--- src/rtl/ahb2irqc_pkg.sv ---
// Shared constants for the AHB-Lite interrupt controller: bus width,
// claim ID width and the word offsets of the register map.
package ahb2irqc_pkg;

    localparam int AHB_DW    = 32;
    localparam int IRQC_ID_W = 5;

    localparam logic [2:0] IRQC_PENDING = 3'd0;
    localparam logic [2:0] IRQC_ENABLE  = 3'd1;
    localparam logic [2:0] IRQC_EDGE    = 3'd2;
    localparam logic [2:0] IRQC_CLAIM   = 3'd3;
    localparam logic [2:0] IRQC_SET     = 3'd4;

    // An address phase is only real when the slave is selected, the bus is
    // ready and the transfer is NONSEQ or SEQ.
    function automatic logic isValidXfer(input logic hsel, input logic hready,
                                         input logic [1:0] htrans);
        return hsel & hready & htrans[1];
    endfunction

endpackage

--- src/rtl/ahb2irqc_if.sv ---
// AHB-Lite slave-side signal bundle used between the bus fabric and the
// interrupt controller.
interface ahb2irqc_if;
    import ahb2irqc_pkg::*;

    logic              HSEL;
    logic              HREADY;
    logic [AHB_DW-1:0] HADDR;
    logic [1:0]        HTRANS;
    logic              HWRITE;
    logic [AHB_DW-1:0] HWDATA;
    logic [AHB_DW-1:0] HRDATA;
    logic              HREADYOUT;

    modport master (
        output HSEL, HREADY, HADDR, HTRANS, HWRITE, HWDATA,
        input  HRDATA, HREADYOUT
    );

    modport slave (
        input  HSEL, HREADY, HADDR, HTRANS, HWRITE, HWDATA,
        output HRDATA, HREADYOUT
    );

endinterface

--- src/rtl/ahb2irqc_prio_enc.sv ---
// Fixed-priority encoder: the lowest set request wins. Returns its index
// plus one (0 means nothing requested) and a one-hot mask of the winner.
module irqc_prio_enc
    import ahb2irqc_pkg::*;
#(
    parameter int NUM_SRC = 8
) (
    input  logic [NUM_SRC-1:0]   i_req,
    output logic [IRQC_ID_W-1:0] o_id,
    output logic [NUM_SRC-1:0]   o_clr
);

    // Scan from the top down so the lowest-index request overwrites last.
    always_comb begin
        o_id  = '0;
        o_clr = '0;
        for (int i = NUM_SRC - 1; i >= 0; i--) begin
            if (i_req[i]) begin
                o_id     = IRQC_ID_W'(i + 1);
                o_clr    = '0;
                o_clr[i] = 1'b1;
            end
        end
    end

endmodule

--- src/rtl/ahb2irqc.sv ---
// AHB-Lite interrupt controller: latches, masks and prioritises peripheral
// interrupt lines and drives the core's irqs vector. Zero wait states.
module ahb2irqc
    import ahb2irqc_pkg::*;
#(
    parameter int NUM_SRC   = 8,
    parameter int IRQ_WIDTH = 32,
    parameter int IRQ_BASE  = 1
) (
    input  logic                 clock,
    input  logic                 reset,
    ahb2irqc_if.slave            ahb,
    input  logic [NUM_SRC-1:0]   src_irq,
    output logic [IRQ_WIDTH-1:0] irqs,
    output logic                 irq_any
);

    logic                 r_selQ;
    logic                 r_writeQ;
    logic [2:0]           r_addrQ;
    logic [NUM_SRC-1:0]   r_pending;
    logic [NUM_SRC-1:0]   r_enable;
    logic [NUM_SRC-1:0]   r_edge;
    logic [NUM_SRC-1:0]   r_srcQ;
    logic [IRQ_WIDTH-1:0] r_irqs;
    logic                 r_irqAny;

    logic                 w_addrValid;
    logic                 w_wrEn;
    logic                 w_rdEn;
    logic [NUM_SRC-1:0]   w_wdata;
    logic [NUM_SRC-1:0]   w_rise;
    logic [NUM_SRC-1:0]   w_w1c;
    logic [NUM_SRC-1:0]   w_set;
    logic [NUM_SRC-1:0]   w_claimClr;
    logic [NUM_SRC-1:0]   w_claimOneHot;
    logic [NUM_SRC-1:0]   w_clr;
    logic [NUM_SRC-1:0]   w_active;
    logic [NUM_SRC-1:0]   w_pendNext;
    logic [IRQC_ID_W-1:0] w_claimId;
    logic [IRQ_WIDTH-1:0] w_irqsNext;
    logic [AHB_DW-1:0]    w_rdata;
    logic                 w_unused;

    assign w_addrValid = isValidXfer(ahb.HSEL, ahb.HREADY, ahb.HTRANS);
    assign w_wrEn      = r_selQ & r_writeQ;
    assign w_rdEn      = r_selQ & ~r_writeQ;
    assign w_wdata     = ahb.HWDATA[NUM_SRC-1:0];
    assign w_rise      = src_irq & ~r_srcQ;
    assign w_active    = r_pending & r_enable;

    assign w_w1c      = (w_wrEn && r_addrQ == IRQC_PENDING) ? w_wdata : '0;
    assign w_set      = (w_wrEn && r_addrQ == IRQC_SET)     ? w_wdata : '0;
    assign w_claimClr = (w_rdEn && r_addrQ == IRQC_CLAIM)   ? w_claimOneHot : '0;
    assign w_clr      = w_w1c | w_claimClr;

    // Edge bits: set and rise win over clear. Level bits follow the line.
    assign w_pendNext = (r_edge & ((r_pending & ~w_clr) | w_rise | w_set))
                      | (~r_edge & src_irq);

    assign w_unused = ^{ahb.HADDR[AHB_DW-1:5], ahb.HADDR[1:0], ahb.HTRANS[0],
                        ahb.HWDATA[AHB_DW-1:NUM_SRC]};

    irqc_prio_enc #(
        .NUM_SRC (NUM_SRC)
    ) u_prioEnc (
        .i_req (w_active),
        .o_id  (w_claimId),
        .o_clr (w_claimOneHot)
    );

    // Capture the address phase so the data phase knows what to do.
    always_ff @(posedge clock) begin
        if (reset) begin
            r_selQ   <= 1'b0;
            r_writeQ <= 1'b0;
            r_addrQ  <= '0;
        end else begin
            r_selQ <= w_addrValid;
            if (w_addrValid) begin
                r_writeQ <= ahb.HWRITE;
                r_addrQ  <= ahb.HADDR[4:2];
            end
        end
    end

    // ENABLE and EDGE are plain read/write registers.
    always_ff @(posedge clock) begin
        if (reset) begin
            r_enable <= '0;
            r_edge   <= '0;
        end else if (w_wrEn) begin
            if (r_addrQ == IRQC_ENABLE) r_enable <= w_wdata;
            if (r_addrQ == IRQC_EDGE)   r_edge   <= w_wdata;
        end
    end

    // Source history for edge detection and the pending state itself.
    always_ff @(posedge clock) begin
        if (reset) begin
            r_srcQ    <= '0;
            r_pending <= '0;
        end else begin
            r_srcQ    <= src_irq;
            r_pending <= w_pendNext;
        end
    end

    // Place the masked pending bits in their slot of the core vector.
    always_comb begin
        w_irqsNext = '0;
        w_irqsNext[IRQ_BASE +: NUM_SRC] = w_active;
    end

    // Outputs to the core are registered one cycle after pending/enable.
    always_ff @(posedge clock) begin
        if (reset) begin
            r_irqs   <= '0;
            r_irqAny <= 1'b0;
        end else begin
            r_irqs   <= w_irqsNext;
            r_irqAny <= |w_active;
        end
    end

    // Read data mux; everything unmapped or write-only returns zero.
    always_comb begin
        w_rdata = '0;
        if (w_rdEn) begin
            case (r_addrQ)
                IRQC_PENDING: w_rdata = AHB_DW'(r_pending);
                IRQC_ENABLE:  w_rdata = AHB_DW'(r_enable);
                IRQC_EDGE:    w_rdata = AHB_DW'(r_edge);
                IRQC_CLAIM:   w_rdata = AHB_DW'(w_claimId);
                default:      w_rdata = '0;
            endcase
        end
    end

    assign ahb.HRDATA    = w_rdata;
    assign ahb.HREADYOUT = 1'b1;
    assign irqs          = r_irqs;
    assign irq_any       = r_irqAny;

endmodule

--- src/flat_wrapper.sv ---
// flat-port wrapper written by rule: the top's interface ports become plain ports
module ahb2irqc_flat import ahb2irqc_pkg::*;
#(
    parameter int NUM_SRC   = 8,
    parameter int IRQ_WIDTH = 32,
    parameter int IRQ_BASE  = 1
)
  (clock, reset, src_irq, irqs, irq_any, ahb_HSEL, ahb_HREADY, ahb_HADDR, ahb_HTRANS, ahb_HWRITE, ahb_HWDATA, ahb_HRDATA, ahb_HREADYOUT);
  ahb2irqc_if ahb_i ();
  input  logic clock;
  input  logic reset;
  input  logic [NUM_SRC-1:0] src_irq;
  output logic [IRQ_WIDTH-1:0] irqs;
  output logic irq_any;
  input wire logic [$bits(ahb_i.HSEL)-1:0] ahb_HSEL;
  input wire logic [$bits(ahb_i.HREADY)-1:0] ahb_HREADY;
  input wire logic [$bits(ahb_i.HADDR)-1:0] ahb_HADDR;
  input wire logic [$bits(ahb_i.HTRANS)-1:0] ahb_HTRANS;
  input wire logic [$bits(ahb_i.HWRITE)-1:0] ahb_HWRITE;
  input wire logic [$bits(ahb_i.HWDATA)-1:0] ahb_HWDATA;
  output wire logic [$bits(ahb_i.HRDATA)-1:0] ahb_HRDATA;
  output wire logic [$bits(ahb_i.HREADYOUT)-1:0] ahb_HREADYOUT;
  assign ahb_i.HSEL = ahb_HSEL;
  assign ahb_i.HREADY = ahb_HREADY;
  assign ahb_i.HADDR = ahb_HADDR;
  assign ahb_i.HTRANS = ahb_HTRANS;
  assign ahb_i.HWRITE = ahb_HWRITE;
  assign ahb_i.HWDATA = ahb_HWDATA;
  assign ahb_HRDATA = ahb_i.HRDATA;
  assign ahb_HREADYOUT = ahb_i.HREADYOUT;
  ahb2irqc #(.NUM_SRC(NUM_SRC), .IRQ_WIDTH(IRQ_WIDTH), .IRQ_BASE(IRQ_BASE)) u_core (.clock(clock), .reset(reset), .ahb(ahb_i), .src_irq(src_irq), .irqs(irqs), .irq_any(irq_any));
endmodule
--- config.mk ---
export PLATFORM = sky130hd
export DESIGN_NAME = ahb2irqc_flat
export DESIGN_NICKNAME = d
export VERILOG_FILES = /design/src/rtl/ahb2irqc_pkg.sv /design/src/rtl/ahb2irqc_if.sv /design/src/rtl/ahb2irqc_prio_enc.sv /design/src/rtl/ahb2irqc.sv /design/src/flat_wrapper.sv
export SDC_FILE = /design/constraint.sdc
export NUM_CORES = 1
export LEC_CHECK = 0
export ABC_AREA = 1
export BUFFER_PORTS_ARGS = -buffer_cell sky130_fd_sc_hd__buf_2
export CELL_PAD_IN_SITES_DETAIL_PLACEMENT = 0
export CELL_PAD_IN_SITES_GLOBAL_PLACEMENT = 1
export CORE_MARGIN = 4
export CORE_UTILIZATION = 30
export CTS_BUF_LIST = sky130_fd_sc_hd__clkbuf_4 sky130_fd_sc_hd__clkbuf_8
export DETAILED_ROUTE_END_ITERATION = 12
export PLACE_DENSITY = 0.81
export SLEW_MARGIN = 20
export SYNTH_ARGS = -nofsm -noshare
export SYNTH_HDL_FRONTEND = slang
export SYNTH_SLANG_ARGS = --single-unit
--- constraint.sdc ---
create_clock -name clock -period 1.6 [get_ports clock]
set_clock_uncertainty 0.05 [all_clocks]
set_input_delay 0.08 -clock clock [delete_from_list [all_inputs] [get_ports clock]]
set_output_delay 0.08 -clock clock [all_outputs]
set_load 0.02 [all_outputs]
==> flow_summary.ini <==
[outcome]
outcome = complete, but fails checks
violations = setup timing

[die]
die_height_um = 99.88
die_width_um = 99.88
initial_utilization_pct = 30.82
coreArea_um2 = 8217
rows = 33
pin_count = 145
die-area_um2 = 9975

[sta]
hold_violations = 0
worst_slack_ns = -0.05467
finalMaxSlewViolations = 0
fmax_ghz = 0.6044
rsz0062_at_grt = yes
final-setup-viol-count = 6
fin_crit_sh_pct = 103.4
layout_min_cycle_time_ns = 1.655

[power]
p_leak_nw = 1.594
ir_drop_mv = 0.2705
powerDensity_nw_per_um2 = 712.8

[placed_design]
portBuffers = 41
place_congestion = 0.8396
dp_cells = 534
post-place-ws_ns = 0.1107
hpwlAfterDp_mm = 4.855

[worst_setup_path]
cp_slowest_stage_delay_ns = 0.36
crit_path_top_delay_cell = dfxtp_2
critPathMaxFanout = 7
r2r-end = u_core.r_pending[7]
crit_arrival_ns = 1.52
cpMostUsedCell = buf_6
crit_path_end_kind = output port
path_cells = inv_4, nand3_4, clkinvlp_4, buf_6, nand2_2, o211ai_1, nand2_1, inv_1, buf_6
cp.required_ns = 1.47
rr_worst_depth = 8
startpoint_type = flop
r2r_start = u_core.r_addrQ[1]
critical_path_class = reg2out
rrSetupSlack_ns = 0.15

[clock_network]
root_buffer = clkbuf_8
numCtsBuffers = 5
clockBufferDepth = 2
cts_sinks = 46
clkTransAtPathRegs_ns = 0.08
clk_latency_ns = 0.30
htree_levels = 2
tritoncts = done

[layout]
multiInputGateArea_um2 = 1319
nets = 532
fin_util_pct = 38.65
seqCellArea_um2 = 929.6
finalNonFillerCells = 558
diodes = 0
fillers = 890
drive_above_1_share_pct = 26.27
syn_to_final_growth_pct = 25.40

[detailed_routing]
drc = 0
avgViaCountPerCell = 4.290
final_antenna_net_count = 0
drt_wl_total_mm = 6.419
drtIter0Drc = 81
wl_per_cell_um = 11.50
firstDrtPassIters = 4
dr_total_vias = 2394

[logic_synthesis]
synthCells = 379
synth_cell_types = 20
netlist_area_um2 = 2532
ys_seq_area_share_pct = 36.36
synth_seq_cells = 46
yosys_warnings = 0
syn_area_per_cell_um2 = 6.682

[hold_path]
worstHoldPathCells = 3
holdPathEnd = u_core.r_addrQ[1]
hold_class = in2reg
min_from = ahb_HADDR[3]

[global_routing]
grt_antenna_before_repair = 0
grt_pass1_vias = 2318
grt_overflow = 0
track_usage_pct = 13.08
grt_max_degree = 26
grt_pass1_wl_mm = 10.45

[flow_run]
cap_violations = 0
[worst max-delay path, delay by kind of cell (launching register included)]
kind	cells	cell delay [ns]
flops	1	0.36
simple gates	3	0.19
compound gates	1	0.07
buf+inv	5	0.60
[what timing repair did]
item                       CTS  global route
hold endpoints to repair     9             0
setup endpoints to repair    8             8
pin swaps                   11            17
hold buffers                 9             0
resized for setup           21            35
setup buffers                3             5
[logic make-up after synthesis]
family          share of synthesized area [%]
compound gates                          12.20
buf+inv                                 22.83
simple gates                            28.31
flops                                   36.36
other cells                            0.2966
[synth_stat cells, drive strengths merged]
| master | instances | area share (%) |
|---|---|---|
| nand2 | 73 | 11 |
| nand4 | 1 | 0.49 |
| nand3 | 21 | 4.5 |
| clkbuf | 4 | 0.59 |
| o221ai | 3 | 1.0 |
| o211ai | 1 | 0.30 |
| nor2 | 72 | 12 |
| nor3 | 3 | 0.59 |
| a21oi | 27 | 5.3 |
| buf | 51 | 15 |
| dfxtp | 46 | 36 |
| conb | 2 | 0.30 |
| inv | 47 | 7.0 |
| o21ai | 28 | 5.5 |
[registers in the layout, summed over array words and instances (netlist names)]
register	count
u_core.r_writeQ	1
u_core.r_pending	8
u_core.r_srcQ	8
u_core.irqs	8
u_core.r_edge	8
u_core.r_selQ	1
u_core.irq_any	1
u_core.r_enable	8
u_core.r_addrQ	3
[power by group]
group | leakage, nW | internal, W | total (W) | switching (W)
Combinational | 1.17 | 0.000114 | 0.000361 | 0.000247
Sequential | 0.377 | 0.00117 | 0.00119 | 0.0000205
Clock | 0.0452 | 0.000336 | 0.000711 | 0.000376
[stage by stage]
stage / total power, W / cell area [um2] / hold slack (ns) / TNS, ns
floorplan: 0.001515 / 2709 / 0.1126 / 0
global placement: 0.001513 / 2771 / 0.2610 / 0
detailed placement: 0.001519 / 2771 / 0.2643 / 0
CTS: 0.002265 / 3027 / 0.0002572 / -0.5027
global route: 0.002384 / 3176 / 0.009802 / -1.025
finish: 0.002264 / 3176 / 0.006958 / -0.2080
[metal layers]
metal / vias to the layer above / GRT usage (%) / share of wire [%]
met5: - / 0 / 0
met4: 0 / 3.571 / 1.7
met3: 11 / 3.266 / 5.6
met2: 58 / 23.29 / 49
met1: 1092 / 15.57 / 43
li1: 1233 / - / -
[cells in the final DEF, fill, tap and decap left out, drive strengths merged]
master / synthesis / layout
nand2: 73 / 73
nor2: 72 / 72
buf: 51 / 66
conb: 2 / 49
inv: 47 / 46
dfxtp: 46 / 46
o21ai: 28 / 28
a21oi: 27 / 27
nand3: 21 / 21
dlygate4sd3: 0 / 9
clkbuf: 4 / 7
o221ai: 3 / 3
nor3: 3 / 3
clkinvlp: 0 / 1
o211ai: 1 / 1
nand4: 1 / 1
[layout make-up]
cell class,count,share of cell area (%)
repair buffers,75,16.51
multi-input cells,278,41.53
inverters,47,5.910
clock buffers,7,2.640
flip-flops and latches,46,29.27
well taps,105,4.137
[worst max-delay path by stage]
stage | depth (start not counted) | startpoint | endpoint | slack, ns
2_1_floorplan | 7 | u_core.r_addrQ[0] | ahb_HRDATA[0] | 0.21
3_3_place_gp | 7 | u_core.r_addrQ[0] | ahb_HRDATA[0] | 0.1
3_5_place_dp | 8 | u_core.r_addrQ[1] | u_core.r_pending[6] | 0.11
4_1_cts | 9 | u_core.r_addrQ[1] | ahb_HRDATA[2] | -0.13
5_1_grt | 9 | u_core.r_addrQ[2] | ahb_HRDATA[5] | -0.15
6_report | 9 | u_core.r_addrQ[2] | ahb_HRDATA[5] | -0.05
(Power assumes the default switching activity.)
